<file path="src/rtl/alu_arbiter_if.sv">
// Request/response and shared-ALU bus of the two-requester ALU arbiter.
// The arbiter connects through the slave modport and the environment through the master modport.
interface alu_arbiter_if #(
  parameter int DATA_W = 32
);
  logic              req0_valid, req1_valid;
  logic [DATA_W-1:0] req0_a, req0_b, req1_a, req1_b;
  logic [1:0]        req0_op, req1_op;
  logic              req0_ready, req1_ready;
  logic              rsp0_valid, rsp1_valid;
  logic [DATA_W-1:0] rsp0_data, rsp1_data;
  logic [DATA_W-1:0] EntradaA, EntradaB;
  logic [1:0]        OP;
  logic [DATA_W-1:0] Saida;

  modport slave (
    input  req0_valid, req1_valid, req0_a, req0_b, req1_a, req1_b, req0_op, req1_op, Saida,
    output req0_ready, req1_ready, rsp0_valid, rsp1_valid, rsp0_data, rsp1_data,
           EntradaA, EntradaB, OP
  );

  modport master (
    output req0_valid, req1_valid, req0_a, req0_b, req1_a, req1_b, req0_op, req1_op, Saida,
    input  req0_ready, req1_ready, rsp0_valid, rsp1_valid, rsp0_data, rsp1_data,
           EntradaA, EntradaB, OP
  );
endinterface

</file>
<file path="src/rtl/alu_arbiter.sv">
// Shares one combinational ALU between two requesters: IDLE grants, EXEC captures Saida,
// RESP pulses the result back; one operation in flight, round-robin on contention.
module alu_arbiter #(
  parameter int DATA_W = 32
) (
  input  logic         clk,
  input  logic         rst,
  alu_arbiter_if.slave bus
);
  typedef enum logic [1:0] {IDLE, EXEC, RESP} state_e;

  state_e            state_q, state_d;
  logic              prio_q, prio_d;
  logic              grant_q, grant_d;
  logic [DATA_W-1:0] a_q, a_d, b_q, b_d;
  logic [1:0]        op_q, op_d;
  logic [DATA_W-1:0] result_q, result_d;
  logic              grant_sel;

  always_comb begin
    // NOTE: every signal gets a default before the case so no path can infer a latch.
    state_d        = state_q;
    prio_d         = prio_q;
    grant_d        = grant_q;
    a_d            = a_q;
    b_d            = b_q;
    op_d           = op_q;
    result_d       = result_q;
    bus.req0_ready = 1'b0;
    bus.req1_ready = 1'b0;
    bus.rsp0_valid = 1'b0;
    bus.rsp1_valid = 1'b0;
    // A lone requester wins outright; the pointer only breaks ties.
    grant_sel = (bus.req0_valid && bus.req1_valid) ? prio_q : !bus.req0_valid;

    case (state_q)
      IDLE: begin
        if (!rst && (bus.req0_valid || bus.req1_valid)) begin
          bus.req0_ready = !grant_sel;
          bus.req1_ready = grant_sel;
          grant_d        = grant_sel;
          a_d            = grant_sel ? bus.req1_a  : bus.req0_a;
          b_d            = grant_sel ? bus.req1_b  : bus.req0_b;
          op_d           = grant_sel ? bus.req1_op : bus.req0_op;
          state_d        = EXEC;
        end
      end
      EXEC: begin
        result_d = bus.Saida;
        state_d  = RESP;
      end
      RESP: begin
        bus.rsp0_valid = !rst && !grant_q;
        bus.rsp1_valid = !rst && grant_q;
        prio_d         = !grant_q;
        state_d        = IDLE;
      end
      default: state_d = IDLE;
    endcase
  end

  assign bus.EntradaA  = a_q;
  assign bus.EntradaB  = b_q;
  assign bus.OP        = op_q;
  assign bus.rsp0_data = result_q;
  assign bus.rsp1_data = result_q;

  always_ff @(posedge clk) begin
    // NOTE: state registers use non-blocking assignments so every flop samples pre-edge values.
    if (rst) begin
      state_q  <= IDLE;
      prio_q   <= 1'b0;
      grant_q  <= 1'b0;
      a_q      <= '0;
      b_q      <= '0;
      op_q     <= 2'b00;
      result_q <= '0;
    end else begin
      state_q  <= state_d;
      prio_q   <= prio_d;
      grant_q  <= grant_d;
      a_q      <= a_d;
      b_q      <= b_d;
      op_q     <= op_d;
      result_q <= result_d;
    end
  end
endmodule

</file>
<file path="src/flat_wrapper.sv">
// flat-port wrapper written by rule: the top's interface ports become plain ports
module alu_arbiter_flat 
#(
  parameter int DATA_W = 32
)
  (clk, rst, bus_req0_valid, bus_req1_valid, bus_req0_a, bus_req0_b, bus_req1_a, bus_req1_b, bus_req0_op, bus_req1_op, bus_Saida, bus_req0_ready, bus_req1_ready, bus_rsp0_valid, bus_rsp1_valid, bus_rsp0_data, bus_rsp1_data, bus_EntradaA, bus_EntradaB, bus_OP);
  alu_arbiter_if #(.DATA_W(DATA_W)) bus_i ();
  input  logic clk;
  input  logic rst;
  input wire logic [$bits(bus_i.req0_valid)-1:0] bus_req0_valid;
  input wire logic [$bits(bus_i.req1_valid)-1:0] bus_req1_valid;
  input wire logic [$bits(bus_i.req0_a)-1:0] bus_req0_a;
  input wire logic [$bits(bus_i.req0_b)-1:0] bus_req0_b;
  input wire logic [$bits(bus_i.req1_a)-1:0] bus_req1_a;
  input wire logic [$bits(bus_i.req1_b)-1:0] bus_req1_b;
  input wire logic [$bits(bus_i.req0_op)-1:0] bus_req0_op;
  input wire logic [$bits(bus_i.req1_op)-1:0] bus_req1_op;
  input wire logic [$bits(bus_i.Saida)-1:0] bus_Saida;
  output wire logic [$bits(bus_i.req0_ready)-1:0] bus_req0_ready;
  output wire logic [$bits(bus_i.req1_ready)-1:0] bus_req1_ready;
  output wire logic [$bits(bus_i.rsp0_valid)-1:0] bus_rsp0_valid;
  output wire logic [$bits(bus_i.rsp1_valid)-1:0] bus_rsp1_valid;
  output wire logic [$bits(bus_i.rsp0_data)-1:0] bus_rsp0_data;
  output wire logic [$bits(bus_i.rsp1_data)-1:0] bus_rsp1_data;
  output wire logic [$bits(bus_i.EntradaA)-1:0] bus_EntradaA;
  output wire logic [$bits(bus_i.EntradaB)-1:0] bus_EntradaB;
  output wire logic [$bits(bus_i.OP)-1:0] bus_OP;
  assign bus_i.req0_valid = bus_req0_valid;
  assign bus_i.req1_valid = bus_req1_valid;
  assign bus_i.req0_a = bus_req0_a;
  assign bus_i.req0_b = bus_req0_b;
  assign bus_i.req1_a = bus_req1_a;
  assign bus_i.req1_b = bus_req1_b;
  assign bus_i.req0_op = bus_req0_op;
  assign bus_i.req1_op = bus_req1_op;
  assign bus_i.Saida = bus_Saida;
  assign bus_req0_ready = bus_i.req0_ready;
  assign bus_req1_ready = bus_i.req1_ready;
  assign bus_rsp0_valid = bus_i.rsp0_valid;
  assign bus_rsp1_valid = bus_i.rsp1_valid;
  assign bus_rsp0_data = bus_i.rsp0_data;
  assign bus_rsp1_data = bus_i.rsp1_data;
  assign bus_EntradaA = bus_i.EntradaA;
  assign bus_EntradaB = bus_i.EntradaB;
  assign bus_OP = bus_i.OP;
  alu_arbiter #(.DATA_W(DATA_W)) u_core (.clk(clk), .rst(rst), .bus(bus_i));
endmodule
</file>
<file path="config.mk">
export PLATFORM = sky130hd
export DESIGN_NAME = alu_arbiter_flat
export DESIGN_NICKNAME = d
export VERILOG_FILES = /design/src/rtl/alu_arbiter_if.sv /design/src/rtl/alu_arbiter.sv /design/src/flat_wrapper.sv
export SDC_FILE = /design/constraint.sdc
export NUM_CORES = 1
export LEC_CHECK = 0
export ABC_AREA = 0
export BUFFER_PORTS_ARGS = -buffer_cell sky130_fd_sc_hd__buf_2
export CELL_PAD_IN_SITES_DETAIL_PLACEMENT = 0
export CELL_PAD_IN_SITES_GLOBAL_PLACEMENT = 1
export CORE_MARGIN = 1.5
export CORE_UTILIZATION = 30
export CTS_BUF_LIST = sky130_fd_sc_hd__clkbuf_4
export CTS_CLUSTER_SIZE = 28
export DETAILED_ROUTE_END_ITERATION = 6
export GPL_ROUTABILITY_DRIVEN = 0
export PLACE_DENSITY_LB_ADDON = 0.1
export SYNTH_ARGS = -nofsm -noshare
export SYNTH_HDL_FRONTEND = slang
export SYNTH_SLANG_ARGS = --single-unit
</file>
<file path="constraint.sdc">
create_clock -name clk -period 2.8 [get_ports clk]
set_input_delay 0.14 -clock clk [delete_from_list [all_inputs] [get_ports clk]]
set_output_delay 0.14 -clock clk [all_outputs]
set_load 0.005 [all_outputs]
</file>
==> run_results.csv, run 1 <==
group,metric,value,unit
timing,setup_viol,0,
pwr,leakagePower,3.49,nW
global_routing,grt_antenna_before_repair,0,
finish,final_layout_size_suffix_gt1_share,42.1,%
critical_path,crit_required,3220,ps
worst_hold_path,min_from,"bus_req1_b[5]",
logic_synthesis,synth_area_leaders,"dfxtp_1, a221o_1, nand2_1",
finish,area_growth_syn_to_layout,61.1,%
clock_tree,cts_tree,"done",
global_routing,grt_pass1_vias,5001,
logic_synthesis,synth_top_family_by_area,"simple AND/OR/NAND/NOR gates",
logic_synthesis,post-synth-top-area-fraction,45.7,%
critical_path,start_kind,"flip-flop",
critical_path,rr_startpoint,"u_core.state_q[0]",
critical_path,worstPathMaxFanout,41,
logic_synthesis,syn-instance-count,499,
logic_synthesis,synth-simple-area-share,24.0,%
logic_synthesis,synth_compound_area_share,19.1,%
outcome,status,"completed",
logic_synthesis,synth_edf_count,0,
die,core.rowCount,44,
critical_path,crit_path_start,"u_core.state_q[0]",
place,place_area,5810,um^2
die,die_x,125,um
finish,final_area,7200,um^2
route,dr.pass1.iters,4,
logic_synthesis,yosysWarnings,0,
clock_tree,clk_pin_slew,160,ps
die,io_pins,302,
flow_run,max_cap_viol_count,0,
place,dp_hpwl,10300,um
global_routing,busiest_layer,"met2",
global_routing,met1_usage,24.8,%
timing,fin_crit,2210,ps
critical_path,crit_arrival,2620,ps
critical_path,endpoint_kind,"flip-flop",
pwr,p_comb_share,24.6,%
logic_synthesis,synth_top_flop_cell,"dfxtp_1",
logic_synthesis,syn_area,4470,um^2
logic_synthesis,yosysMostFrequentCell,"nand2_1",
timing,tns,0,ps
pwr,p_sw,0.964,mW
global_routing,gr-total-overflow,0,
route,vias,5019,
logic_synthesis,async_flop_share,0,%
critical_path,path_cells,"or3_2 -> buf_4 -> nor3_1 -> a221o_1 -> dlygate4sd3_1",
pwr,p_int,2.38,mW
pwr,p_clk_share,25.9,%
critical_path,crit_type,"reg -> reg",
logic_synthesis,synth.area.mux_share,0,%
logic_synthesis,synth_seq_cells,102,
route,drt-total-wl,15900,um
logic_synthesis,synth_cell_type_count,23,
timing,clock-skew-final,25.6,ps
pwr,p_seq_share,49.5,%
place,place.port_buffers,301,
timing,finalMaxSlewViolations,0,
logic_synthesis,synth_xor_area_share,0,%
timing,rsz0062_at_grt,"no",
die,start_util,30.7,%
clock_tree,cts_root_buf,"clkbuf_4",
logic_synthesis,synthAdderAreaFrac,0,%
critical_path,max_stage_delay,550,ps
global_routing,use_met2,34.0,%
route,drcViolationCount,0,
finish,antennaDiodeCount,0,
critical_path,cp_num_buf_inv,2,
global_routing,grt_max_degree,64,
critical_path,path_delay_family,"buffers and inverters",
critical_path,cp_slowest_cell,"dlygate4sd3_1",
die,dieHeight,125,um
die,coreArea,14500,um^2
timing,slew_headroom,54.1,%
clock_tree,cts_inserted_buffers,9,
timing,finalHoldViolations,0,
logic_synthesis,ys_seq_area_share,45.7,%
global_routing,grt_pass1_wl,25200,um
timing,worstMarginPinSlew,689,ps
timing,hold_ws,33.2,ps
timing,post-route-period-util,78.8,%
route,wl_per_cell,15.1,um
pwr,power.density,465,nW/um^2
die,die_area,15600,um^2
finish,fillCellCount,1449,
clock_tree,htreeDepth,3,
logic_synthesis,yosys.area.top_type,"dfxtp_1",
logic_synthesis,ys_top_cells_by_count,"nand2_1, dfxtp_1, a221o_1",
clock_tree,clk_path_buf_depth,2,
clock_tree,clk_latency,470,ps
logic_synthesis,avgSynthCellArea,8.95,um^2
clock_tree,numClockSinks,102,
pwr,swShare,28.8,%
worst_hold_path,hp-class,"in -> reg",
clock_tree,postCtsSetupBuffers,0,
logic_synthesis,synth_fp_nets,667,
global_routing,grtUsageMet3,3.68,%
pwr,irDropWorstVdd,0.000183,V
finish,fin_nets,1032,
route,drtIter0Drc,192,
global_routing,grt_usage,19.8,%
route,final_antenna_net_count,0,
route,viasPerCell,4.77,
timing,fmax,453,MHz
## worst min-delay path, stage by stage
cell     delay, ps
buf_2           80
nand2_1         50
nor3_2         100
a221o_1        110
## registers in the layout, indices dropped and copies added, names as in the netlist
| name | cells |
|---|---|
| u_core.bus.EntradaB | 32 |
| u_core.bus.rsp0_data | 32 |
| u_core.bus.OP | 2 |
| u_core.prio_q | 1 |
| u_core.state_q | 2 |
| u_core.grant_q | 1 |
| u_core.bus.EntradaA | 32 |
## layout by cell type, fill, tap and decap left out
| cell | count |
|---|---|
| buf_2 | 301 |
| nand2_1 | 131 |
| dlygate4sd3_1 | 123 |
| dfxtp_1 | 102 |
| a221o_1 | 66 |
| nor3_1 | 38 |
| a21oi_1 | 33 |
| nor3_2 | 30 |
| buf_4 | 12 |
| clkbuf_4 | 9 |
| nor2_1 | 3 |
| nand2b_1 | 2 |
| nor3b_1 | 2 |
| clkinv_2 | 2 |
| clkinvlp_4 | 2 |
| bufinv_16 | 2 |
| nor2b_4 | 1 |
| or3_2 | 1 |
| nor3b_2 | 1 |
| and3_2 | 1 |
| nor2b_2 | 1 |
| or2_2 | 1 |
| a21oi_4 | 1 |
| and2_1 | 1 |
| a21boi_0 | 1 |
| o21ba_2 | 1 |
| clkinv_1 | 1 |
## what timing repair did
action / 4_1_cts / 5_1_grt
hold buffers: 123 / 0
gates resized for setup: 0 / 0
hold endpoints to repair: 98 / 0
## through the flow
| step | utilization [%] | cells | setup WS [ps] | power [mW] |
|---|---|---|---|---|
| detailed placement | 40.0 | 914 | 1150 | 2.35 |
| global placement | 40.0 | 914 | 1190 | 2.35 |
| finish | 49.5 | 1053 | 593 | 3.35 |
| CTS | 49.5 | 1053 | 622 | 3.39 |
| global route | 49.5 | 1053 | 484 | 3.54 |
| floorplan | - | 499 | 1360 | 2.05 |
## power by group through the flow
stage          Combinational, mW  Sequential (mW)  Clock (mW)
2_1_floorplan              0.364             1.69           0
5_1_grt                    0.902             1.67       0.961
3_3_place_gp               0.666             1.69           0
6_report                   0.822             1.66       0.866
4_1_cts                    0.825             1.66       0.906
3_5_place_dp               0.670             1.68           0
## final timing paths
| check | endpoint | slack, ps | cells after the start |
|---|---|---|---|
| setup / recovery | u_core.bus.EntradaB[1] | 590 | 5 |
| hold / removal | u_core.bus.EntradaB[5] | 30 | 4 |
| setup reg to reg | u_core.bus.EntradaB[1] | 590 | 5 |
| hold reg to reg | u_core.bus.rsp0_data[15] | 480 | 2 |
## final cells by class
class                           instances  area, um^2  share of cell area (%)
Clock buffer                            9        67.6                   0.938
Clock inverter                          7        88.8                    1.23
Multi-Input combinational cell        315        1940                    27.0
Sequential cell                       102        2040                    28.4
Tap cell                              184         230                    3.20
Timing Repair Buffer                  436        2830                    39.3
## metal layers
metal  part of all wire [%]  vias to the layer above
met5                      0                        -
met4                    2.0                        0
met3                    5.7                       21
met2                     49                      181
met1                     43                     2343
li1                       -                     2474
## logic make-up (layout without fill, tap and decap cells)
family	Yosys count	count (layout)
compound gates	102	102
buf+inv	82	452
flops	102	102
simple gates	213	213
Power figures use the tool's default switching activity.
==> run 2, diff against run 1 <==
--- a/config.mk
+++ b/config.mk
@@ -10,7 +10,7 @@
 export CELL_PAD_IN_SITES_DETAIL_PLACEMENT = 0
 export CELL_PAD_IN_SITES_GLOBAL_PLACEMENT = 1
 export CORE_MARGIN = 1.5
-export CORE_UTILIZATION = 30
+export CORE_UTILIZATION = 27
 export CTS_BUF_LIST = sky130_fd_sc_hd__clkbuf_4
 export CTS_CLUSTER_SIZE = 28
 export DETAILED_ROUTE_END_ITERATION = 6
==> constraint.sdc (replaced) <==
create_clock -name clk -period 1.8 [get_ports clk]
set_input_delay 0.09 -clock clk [delete_from_list [all_inputs] [get_ports clk]]
set_output_delay 0.09 -clock clk [all_outputs]
set_load 0.005 [all_outputs]
==> run 2 against run 1 <==
Clock-buffer cell count up 3. Sequential share of layout area down 1.9 points. Critical path depth unchanged. Combinational power up 70%. Largest power group unchanged.
==> run_results.csv, run 2 (same netlist as run 1, synthesis figures left out) <==
group,metric,value,unit
timing,slew_headroom,55.1,%
pwr,p_comb_share,27.8,%
critical_path,cp_slowest_cell,"or3_4",
pwr,irDropWorstVdd,0.000288,V
route,viasPerCell,4.60,
route,vias,5209,
global_routing,grt_pass1_vias,5437,
clock_tree,clk_path_buf_depth,2,
die,dieHeight,132,um
critical_path,crit_arrival,2120,ps
pwr,leakagePower,3.67,nW
worst_hold_path,hp-class,"in -> reg",
critical_path,max_stage_delay,400,ps
finish,stdcell_count,1132,
clock_tree,clk_latency,460,ps
critical_path,reg2reg_depth,5,
finish,final_layout_size_suffix_gt1_share,40.9,%
global_routing,grt_max_degree,65,
critical_path,cp_num_buf_inv,2,
critical_path,path_delay_family,"simple AND/OR/NAND/NOR gates",
route,drtIter0Drc,204,
pwr,p_seq_share,51.0,%
timing,worstMarginPinSlew,673,ps
outcome,status,"completed",
flow_run,max_cap_viol_count,0,
global_routing,gr-total-overflow,0,
timing,fmax,584,MHz
timing,hold_ws,42.0,ps
timing,fin_crit,1710,ps
timing,setup_viol,0,
critical_path,worstPathMaxFanout,11,
finish,layout_commonest_cell,"buf_2",
route,dr.pass1.iters,4,
pwr,p_sw,1.49,mW
clock_tree,cts_inserted_buffers,9,
die,io_pins,302,
place,place_ws,246,ps
worst_hold_path,holdPathStages,4,
die,start_util,27.9,%
critical_path,path_cells,"or3_4 -> buf_4 -> bufbuf_16 -> nor3_1 -> a221o_1",
worst_hold_path,min_from,"bus_req1_a[2]",
route,final_antenna_net_count,0,
critical_path,crit_required,2210,ps
pwr,p_int,3.55,mW
clock_tree,numClockSinks,102,
clock_tree,clk_pin_slew,150,ps
timing,finalMaxSlewViolations,0,
finish,fin_util,48.4,%
route,wl_per_cell,15.3,um
route,drcViolationCount,0,
pwr,swShare,29.6,%
worst_hold_path,hold-path-endpoint,"u_core.bus.EntradaA[2]",
route,drt-total-wl,17300,um
timing,post-route-period-util,95.2,%
finish,area_growth_syn_to_layout,73.4,%
pwr,power.density,651,nW/um^2
timing,setup_ws,86.3,ps
critical_path,endpoint_kind,"flip-flop",
place,dp_hpwl,11000,um
place,place_inst,946,
critical_path,start_kind,"flip-flop",
die,core.rowCount,46,
critical_path,rr_startpoint,"u_core.state_q[0]",
critical_path,crit_path_start,"u_core.state_q[0]",
timing,rsz0062_at_grt,"no",
finish,fin_nets,1078,
critical_path,r2r_end,"u_core.bus.EntradaA[11]",
global_routing,grt_usage,19.8,%
clock_tree,cts_root_buf,"clkbuf_4",
global_routing,grt_pass1_wl,27800,um
pwr,p_total,5.04,mW
critical_path,reg2reg_slack,90,ps
die,coreArea,16000,um^2
die,die_area,17300,um^2
critical_path,crit_type,"reg -> reg",
finish,layout_common_cells,"buf_2, dlygate4sd3_1, nand2_1",
timing,finalHoldViolations,0,
place,place.port_buffers,301,
die,die_x,132,um
timing,clock-skew-final,13.6,ps
clock_tree,cts_tree,"done",
clock_tree,htreeDepth,3,
global_routing,grt_antenna_before_repair,3,
pwr,p_clk_share,21.2,%
==> run 2: cell count changes in the layout (fill, tap and decap cells not counted), sizes merged <==
cell and change:
bufbuf +2, buf +5, dlygate4sd3 +39, clkinvlp -2, diode +2, clkbuf +3, bufinv -2
==> run 2: worst min-delay path: cells and delay by family <==
family                 cells  cell delay (ps)
AND/OR/NAND/NOR            2              170
AO/OA/AOI/OAI              1              130
buffers and inverters      1               80
==> run 2: metrics by stage <==
stage | cell area, um^2 | TNS (ps)
2_1_floorplan | 4470 | 0
3_3_place_gp | 5890 | 0
3_5_place_dp | 5890 | 0
4_1_cts | 7760 | -21.4
5_1_grt | 7750 | 0
6_report | 7750 | 0
==> run 2: layout make-up <==
type	count	area, um^2
Antenna cell	2	5.00
Clock buffer	12	90.1
Clock inverter	3	12.5
Fill cell	1574	8250
Multi-Input combinational cell	315	1960
Sequential cell	102	2050
Tap cell	216	270
Timing Repair Buffer	482	3360
==> run 2: layer usage <==
layer | vias to the layer above | track usage [%] | part of all wire, %
li1 | 2566 | - | -
met4 | 0 | 6.79 | 1.8
met2 | 193 | 35.1 | 50
met1 | 2427 | 23.1 | 42
met5 | - | 0 | 0
met3 | 23 | 5.02 | 5.8
==> run 2: worst max path at each step <==
stage	end	slack, ps	cells past startpoint
4_1_cts	bus_req1_ready	-20	4
2_1_floorplan	u_core.bus.EntradaA[24]	360	6
3_5_place_dp	bus_req1_ready	250	4
3_3_place_gp	bus_req1_ready	250	4
6_report	u_core.bus.EntradaA[11]	90	5
5_1_grt	bus_req1_ready	2	3
==> run 2: repair_timing <==
item,in CTS,in global routing
resized for setup,10,1
pin swaps,2,2
buffers inserted,6,0
hold buffers,162,0
endpoints found under the hold margin,100,0
endpoints found under the setup margin,2,2
gates cloned,2,0
==> run 2: power by group through the flow <==
stage / clock, mW / sequential (mW) / combinational [mW]
3_5_place_dp: 0 / 2.62 / 1.07
5_1_grt: 1.22 / 2.60 / 1.53
2_1_floorplan: 0 / 2.63 / 0.566
4_1_cts: 1.14 / 2.57 / 1.42
6_report: 1.07 / 2.57 / 1.40
3_3_place_gp: 0 / 2.61 / 1.07
